## src/rtl/base_fsm.sv

```systemverilog
// base_fsm: serial read master for an 8-bit SPI-style slave.
// A one-cycle start request runs one read frame:
//   - cs_n is driven low and the frame runs SETUP -> SHIFT -> HOLD.
//   - NBITS sclk_n periods are produced, each 2*D clk cycles long.
//   - The frame ends with a one-cycle done strobe (just_test), and
//     just_test_bus is updated with the received byte.
// Every phase lasts D = clk_scaler+1 cycles. D is captured when start is accepted.
// All outputs are registered.
// Optional macro BASE_FSM_LSB_FIRST_EN: shift right so that the first received
// bit lands in bit 0. When it is undefined, data is taken MSB first.
module base_fsm #(
  parameter int W     = 8,
  parameter int NBITS = 8
) (
  input  logic             clk,
  input  logic             rst,
  input  logic             start,
  input  logic [W-1:0]     clk_scaler,
  input  logic             from_device,
  output logic             sclk_n,
  output logic             cs_n,
  output logic             just_test,
  output logic [NBITS-1:0] just_test_bus
);

  localparam int BW = $clog2(NBITS);

  typedef enum logic [2:0] {IDLE, SETUP, SHIFT, HOLD, DONE} state_t;

  state_t           state, state_nxt;
  logic [W-1:0]     cnt;        // divider counter, 0..D-1
  logic [W-1:0]     d_m1;       // captured clk_scaler (D-1)
  logic [BW-1:0]    bit_cnt;    // bit index within SHIFT
  logic             phase_hi;   // 0: sclk_n low half, 1: high half
  logic             phase_nxt;
  logic [NBITS-1:0] shreg;
  logic             tc;         // last cycle of the current D-cycle phase

  logic             sclk_n_nxt, cs_n_nxt, just_test_nxt;
  logic [NBITS-1:0] bus_nxt;

  assign tc = (cnt == d_m1);

  // State register plus the datapath and the registered outputs
  always_ff @(posedge clk) begin
    if (rst) begin
      state         <= IDLE;
      cnt           <= '0;
      d_m1          <= '0;
      bit_cnt       <= '0;
      phase_hi      <= 1'b0;
      shreg         <= '0;
      sclk_n        <= 1'b1;
      cs_n          <= 1'b1;
      just_test     <= 1'b0;
      just_test_bus <= '0;
    end else begin
      state         <= state_nxt;
      phase_hi      <= phase_nxt;
      sclk_n        <= sclk_n_nxt;
      cs_n          <= cs_n_nxt;
      just_test     <= just_test_nxt;
      just_test_bus <= bus_nxt;

      // The divider restarts at each phase boundary and stays idle outside a frame
      if (state == IDLE || state == DONE || tc) cnt <= '0;
      else                                      cnt <= cnt + W'(1);

      // Frame setup: the divider value is frozen here for the whole frame
      if (state == IDLE) begin
        bit_cnt <= '0;
        if (start) d_m1 <= clk_scaler;
      end

      // Sample on the edge where sclk_n rises, which is the end of a low half
      if (state == SHIFT && !phase_hi && tc) begin
`ifdef BASE_FSM_LSB_FIRST_EN
        shreg <= {from_device, shreg[NBITS-1:1]};
`else
        shreg <= {shreg[NBITS-2:0], from_device};
`endif
      end

      // Advance to the next bit at the end of each high half
      if (state == SHIFT && phase_hi && tc) bit_cnt <= bit_cnt + BW'(1);
    end
  end

  // Next-state and sclk phase logic
  always_comb begin
    state_nxt = state;
    phase_nxt = 1'b0;
    case (state)
      IDLE:  if (start) state_nxt = SETUP;
      SETUP: if (tc)    state_nxt = SHIFT;
      SHIFT: begin
        phase_nxt = tc ? ~phase_hi : phase_hi;
        if (tc && phase_hi && bit_cnt == BW'(NBITS-1)) state_nxt = HOLD;
      end
      HOLD:  if (tc)    state_nxt = DONE;
      DONE:             state_nxt = IDLE;
      default:          state_nxt = IDLE;
    endcase
  end

  // Next values of the registered outputs, derived from the upcoming state
  always_comb begin
    cs_n_nxt      = (state_nxt == IDLE) || (state_nxt == DONE);
    sclk_n_nxt    = !((state_nxt == SHIFT) && !phase_nxt);
    just_test_nxt = (state_nxt == DONE);
    bus_nxt       = (state_nxt == DONE) ? shreg : just_test_bus;
  end

endmodule

```

## config.mk

```make
export PLATFORM = sky130hd
export DESIGN_NAME = base_fsm
export DESIGN_NICKNAME = d
export VERILOG_FILES = /design/src/rtl/base_fsm.sv
export SDC_FILE = /design/constraint.sdc
export NUM_CORES = 1
export LEC_CHECK = 0
export CAP_MARGIN = 20
export CORE_ASPECT_RATIO = 1.5
export CORE_UTILIZATION = 51
export CTS_BUF_LIST = sky130_fd_sc_hd__clkbuf_8
export CTS_CLUSTER_DIAMETER = 60
export CTS_CLUSTER_SIZE = 10
export DETAILED_ROUTE_END_ITERATION = 16
export GPL_TIMING_DRIVEN = 0
export PLACE_DENSITY = 0.8
export SYNTH_ARGS = -nofsm -noshare
export SYNTH_HDL_FRONTEND = slang
export SYNTH_SLANG_ARGS = --single-unit
export TNS_END_PERCENT = 10
```

## constraint.sdc

```tcl
create_clock -name clk -period 2 [get_ports clk]
set_clock_uncertainty 0.15 [all_clocks]
set_input_delay 0.4 -clock clk [delete_from_list [all_inputs] [get_ports clk]]
set_output_delay 0.4 -clock clk [all_outputs]
set_load 0.03 [all_outputs]
```

== After elaboration in Yosys (flattened, before gate mapping) ==
Cells that the tools add are included.

* Register bits: 42
* Bits of input ports: 12
* Output and inout port bits: 11

* Add/sub/neg operators: 2
* Equality and inequality tests: 8
* Multiplexer cells: 9
* Bitwise logic cells: 1
* Reduce and logical (&&, ||, !) cells: 18

{| class="wikitable"
|+ Operator list
! cell !! count
|-
| 3-bit two-way mux || 6
|-
| 3-bit case mux with 4 select lines || 1
|-
| 3-bit by 2-bit == test with 1-bit output (second input constant) || 3
|-
| 3-bit == test (second input constant) || 3
|-
| 8-bit by 1-bit adder with 8-bit output (second input constant) || 1
|-
| 8-bit == test || 1
|-
| 1-bit logical AND || 7
|-
| 3-bit logical NOT || 2
|-
| 3-bit by 1-bit adder with 3-bit output (second input constant) || 1
|-
| 3-bit by 1-bit == test with 1-bit output (second input constant) || 1
|-
| 1-bit logical NOT || 3
|-
| 1-bit logical OR || 3
|-
| 1-bit two-way mux || 2
|-
| 2-bit AND reduction || 1
|-
| 2-bit nonzero test || 1
|-
| 2-bit OR reduction || 1
|-
| 1-bit NOT || 1
|}

== Logic depth before layout (Yosys ltp) ==
Gate-level depths: netlist (run 1).

* Depth after elaboration: 8
* Gate-level depth with buffers: 9
* Mapped depth without buffers: 9

== Least setup slack after synthesis (run 1) ==
Ideal clock, no wire load.

* Path kind: register -> register
* Start point: register cnt[4]
* End point: register just_test_bus[0]
* Library setup time: 128 ps
* Arrival time: 1526 ps
* Path slack: 196 ps
* Stages on the path, launching flop included: 6
* Cell sequence: dfxtp_1 > xnor2_2 > nand4_2 > nor4_4 > mux2i_1 > nor2_1

* Longest elaborated chain between the ends: 6
* Elaborated cells on any way between the ends: 8
* Those cells by class: eq/ne (2); mux (4); reduce/logical (2)

{| class="wikitable"
|+ RTL lines
! what !! line !! source
|-
| from (decl) || 31 || <nowiki>logic [W-1:0] cnt;</nowiki>
|-
| from (signal assigned) || 67 || <nowiki>else cnt <= cnt + W'(1);</nowiki>
|-
| 8-bit == test (*) || 42 || <nowiki>assign tc = (cnt == d_m1);</nowiki>
|-
| 1-bit logical AND (2 in series) || 98 || <nowiki>if (tc && phase_hi && bit_cnt == BW'(NBITS-1)) state_nxt = HOLD;</nowiki>
|-
| 3-bit two-way mux || 98 ||
|-
| 3-bit case mux with 4 select lines (*) || 93 || <nowiki>case (state)</nowiki>
|-
| 3-bit == test (*) || 111 || <nowiki>bus_nxt = (state_nxt == DONE) ? shreg : just_test_bus;</nowiki>
|-
| to (signal assigned) || 63 || <nowiki>just_test_bus <= bus_nxt;</nowiki>
|-
| to (decl) || 23 || <nowiki>output logic [NBITS-1:0] just_test_bus</nowiki>
|}

Mark *: on every way between the ends. The rest lies on a longest branch, timed or not.
A chain may end at the register's enable or synchronous reset.

== Worst setup path in the final report (run 1) ==
* Start point: register cnt[1]
* End point: register sclk_n

* Longest elaborated chain between the ends: 8
* Elaborated cells on any way between the ends: 13
* Those cells by class: eq/ne (2); mux (6); reduce/logical (5)

{| class="wikitable"
|+ RTL lines
! what !! line !! source
|-
| 8-bit == test (*) || 42 ||
|-
| 1-bit logical AND (2 in series) || 98 ||
|-
| 3-bit two-way mux || 98 ||
|-
| 3-bit case mux with 4 select lines || 93 ||
|-
| 3-bit by 2-bit == test with 1-bit output || 109 || <nowiki>sclk_n_nxt = !((state_nxt == SHIFT) && !phase_nxt);</nowiki>
|-
| 1-bit logical AND (*) || 109 ||
|-
| 1-bit logical NOT (*) || 109 ||
|-
| to (signal assigned) || 60 || <nowiki>sclk_n <= sclk_n_nxt;</nowiki>
|-
| to (decl) || 20 || <nowiki>output logic sclk_n,</nowiki>
|}

Marked as above.

==> key figures, run 1 <==
Outcome
  • Run status: finished, final reports clean

Job
  • Max Cap Viol: 0

Timing
  • # setup viols final: 0
  • Relative slew slack: 68.2%
  • Min Tclk post-route: 1910 ps
  • Endpoints failing hold: 0
  • Worst-Margin Slew: 477 ps
  • Slew Viols, Final: 0
  • Fmax: between 500 and 600 MHz
  • Final worst-path cycle share: between 90% and 100%

CTS
  • H-tree depth: 2
  • Clock sink total: 42
  • Clk slew on worst S/H paths: 80 ps
  • CTS root buf: clkbuf_8
  • Hold buffers post-CTS: 0
  • CTS tree: built
  • Worst-Skew Late Latency: 290 ps
  • Num CTS Buffers: 5
  • Clk buf depth: 2

Synth
  • Top FF cell, synth: dfxtp_1
  • Post-Syn Nets: 200
  • Area contributors post-synth: dfxtp_1 (47%), mux2i_1 (10%), nor2_1 (4.9%)
  • Synth warn: 0
  • Post-Syn Instances: 184
  • Ys async rst share: 0%
  • Share of the synthesized area in the top cell type: 47.3%
  • Count leader, synth: dfxtp_1
  • Register area share after synthesis: between 40% and 50%
  • Area of the mapped netlist: 0.00178 mm^2
  • Post-synth EDFFs: 0
  • Flops & latches, synth: 42
  • Cell accounting for the most synthesized area: dfxtp_1
  • Netlist cell types: 31
  • Syn Area/Cell: just under 10 um^2
  • Commonest cells in the synthesized netlist: dfxtp_1 (42), nor2_1 (23), nand2_1 (20)

Detailed routing
  • Vias post-DR: 1349
  • Initial DRT Pass Iterations: 4
  • Initial DRC count: 18
  • Via/cell ratio: approximately 5.3
  • DR DRC count: 0
  • Final WL: 3420 um
  • ANT nets after route: 0
  • Drt wl/cell: 13.4 um

Critical path
  • CP peak stage delay: 410 ps
  • Crit. Startpoint: cnt[1]
  • Critical Path RT: about 2100 ps
  • Worst reg2reg path startpoint: cnt[1]
  • Critical path type: register to register
  • Worst-path cell chain: xnor2_2, and4_4, nand2_2, inv_2, ha_2, a31oi_2, nor3_2, a31oi_1, nand4b_1
  • Critical path endpoint category: register
  • CP max FO: 4
  • Highest-delay cell along the critical path: dfxtp_1
  • Critical Path AT: roughly 2000 ps
  • CP Launch Type: register

Global routing
  • M1 GR Usage: between 10% and 20%
  • GR Util met3: 5.32%
  • GRT Max-Usage Layer: met2
  • Tot GR Track Use: 20.7%
  • Largest net degree at the start of global routing: 13
  • Number of antenna violations at the first check in global routing: 0
  • Gr ovfl total: 0
  • Number of global-route vias before repair: 1326
  • GR Layer Usage met2: about two fifths
  • First-pass GRT wire length: 5690 um

Floorplan
  • Core ar.: 0.00322 mm^2
  • Die height: ~74 um
  • Starting Density: 55.2%
  • Die ar.: 0.00373 mm^2
  • # rows: 25
  • Die X-Extent: 50.2 um
  • Num ports: 23

Finish
  • Fillers: between 200 and 300
  • Area grow syn2layout: 24.0%
  • Nets: 231
  • # diodes: 0
  • Ratio of cells with drive above 1 in the final layout: 15.8%
  • Post-layout util: between 60 and 70%

Hold path
  • Hold path startpoint: cnt[0]
  • Worst hold path type: register to register

Power and ir drop
  • Pwr/cell area: 764 mW/mm^2
  • Leakage: around 0.85 nW
  • Tot Pwr: approximately 1.7 mW
  • Max VDD drop: 0.000436 V

Place
  • DP HPWL: 2530 um
  • Port buffer count: 21
  • GPL Wtd Cong: approximately 0.83
## cell usage in the layout, fill, tap and decap left out, types with 3 or more instances in the layout
master / n
nor3_1: 3
mux2i_1: 18
dfxtp_2: 4
xor2_1: 3
xnor2_2: 7
nand2b_1: 11
nand2_1: 19
xnor2_1: 5
nand3_1: 4
dfxtp_1: 36
and2_1: 3
a21oi_1: 8
clkdlybuf4s50_1: 21
clkbuf_1: 7
clkbuf_8: 5
ha_1: 3
nor2_1: 23
## cell type report
| type | instances | area [um^2] | area share (%) |
|---|---|---|---|
| buffer | 9 | 36.3 | 1.65 |
| multi-input combinational | 130 | 930 | 42.2 |
| clock buffer | 5 | 68.8 | 3.12 |
| clock inverter | 2 | 10.0 | 0.454 |
| timing repair buffer | 24 | 245 | 11.1 |
| sequential | 42 | 853 | 38.7 |
| tap | 40 | 50.0 | 2.27 |
| inverter | 3 | 11.3 | 0.511 |
## layer usage
metal	wire length, um	part of all wire, %	up-vias
met3	134	3.9	10
met4	104	3.0	0
li1	-	-	673
met1	1310	38	625
met5	0	0	-
met2	1870	55	41
## worst max-delay path, delay by kind of cell (launching register included)
family / cells / cell delay (ps)
AOI/OAI and AO/OA: 2 / 190
xor gates and xnor gates: 1 / 140
adders and majority gates: 1 / 170
buffers and inverters: 1 / 80
DFF: 1 / 410
and+or+nand+nor: 4 / 710
## power breakdown
group / internal [mW] / total, mW / switching, mW
clock: 0.234 / 0.508 / 0.274
sequential: 0.865 / 0.893 / 0.0282
combinational: 0.130 / 0.283 / 0.154
total: 1.23 / 1.68 / 0.455
## flip-flops by register name, indices dropped and copies added (netlist names)
| signal | flops |
|---|---|
| phase_hi | 1 |
| cs_n | 1 |
| shreg | 8 |
| d_m1 | 8 |
| bit_cnt | 3 |
| state | 3 |
| sclk_n | 1 |
| just_test | 1 |
| cnt | 8 |
| just_test_bus | 8 |
## metrics by stage
step | std cells | instance area [um^2] | hold WS [ps] | TNS [ps] | setup slack (ps)
detailed placement | 245 | 2040 | 316 | -841 | -124
finish | 255 | 2200 | 323 | 0 | 92.0
floorplan | 184 | 1780 | 299 | 0 | 196
global placement | 245 | 2040 | 313 | -117 | -18.3
global route | 255 | 2200 | 353 | -36.5 | -25.4
CTS | 253 | 2140 | 326 | 0 | 15.7
## final timing paths
| kind | depth (start not counted) | slack [ps] | to |
|---|---|---|---|
| max | 9 | 90 | sclk_n |
| min | 1 | 320 | cnt[0] |
| max reg2reg | 9 | 90 | sclk_n |
| min reg2reg | 1 | 320 | cnt[0] |
## timing repair
action | CTS | global route
setup buffers | 1 | 2
resized for setup | 1 | 15
setup endpoints to repair | 9 | 3
hold endpoints to repair | 0 | 0
pin swaps | 1 | 6
## cells by family (layout without fill, tap and decap cells)
| group | Yosys count | after routing | synth area share (%) |
|---|---|---|---|
| simple gates | 81 | 81 | 24.0 |
| flops | 42 | 42 | 47.3 |
| mux | 19 | 19 | 10.8 |
| xor+xnor | 15 | 15 | 9.08 |
| buf+inv | 12 | 43 | 2.67 |
| compound gates | 11 | 11 | 3.38 |
| fa+ha+maj | 4 | 4 | 2.82 |
No activity file was read; power rests on OpenSTA's default activity.
==> run 2, diff against run 1 <==
- ABC_CLOCK_PERIOD_IN_PS: unset -> 2000
==> results of run 2 <==
The final DEF is identical to that of run 1; final timing and power are the same.
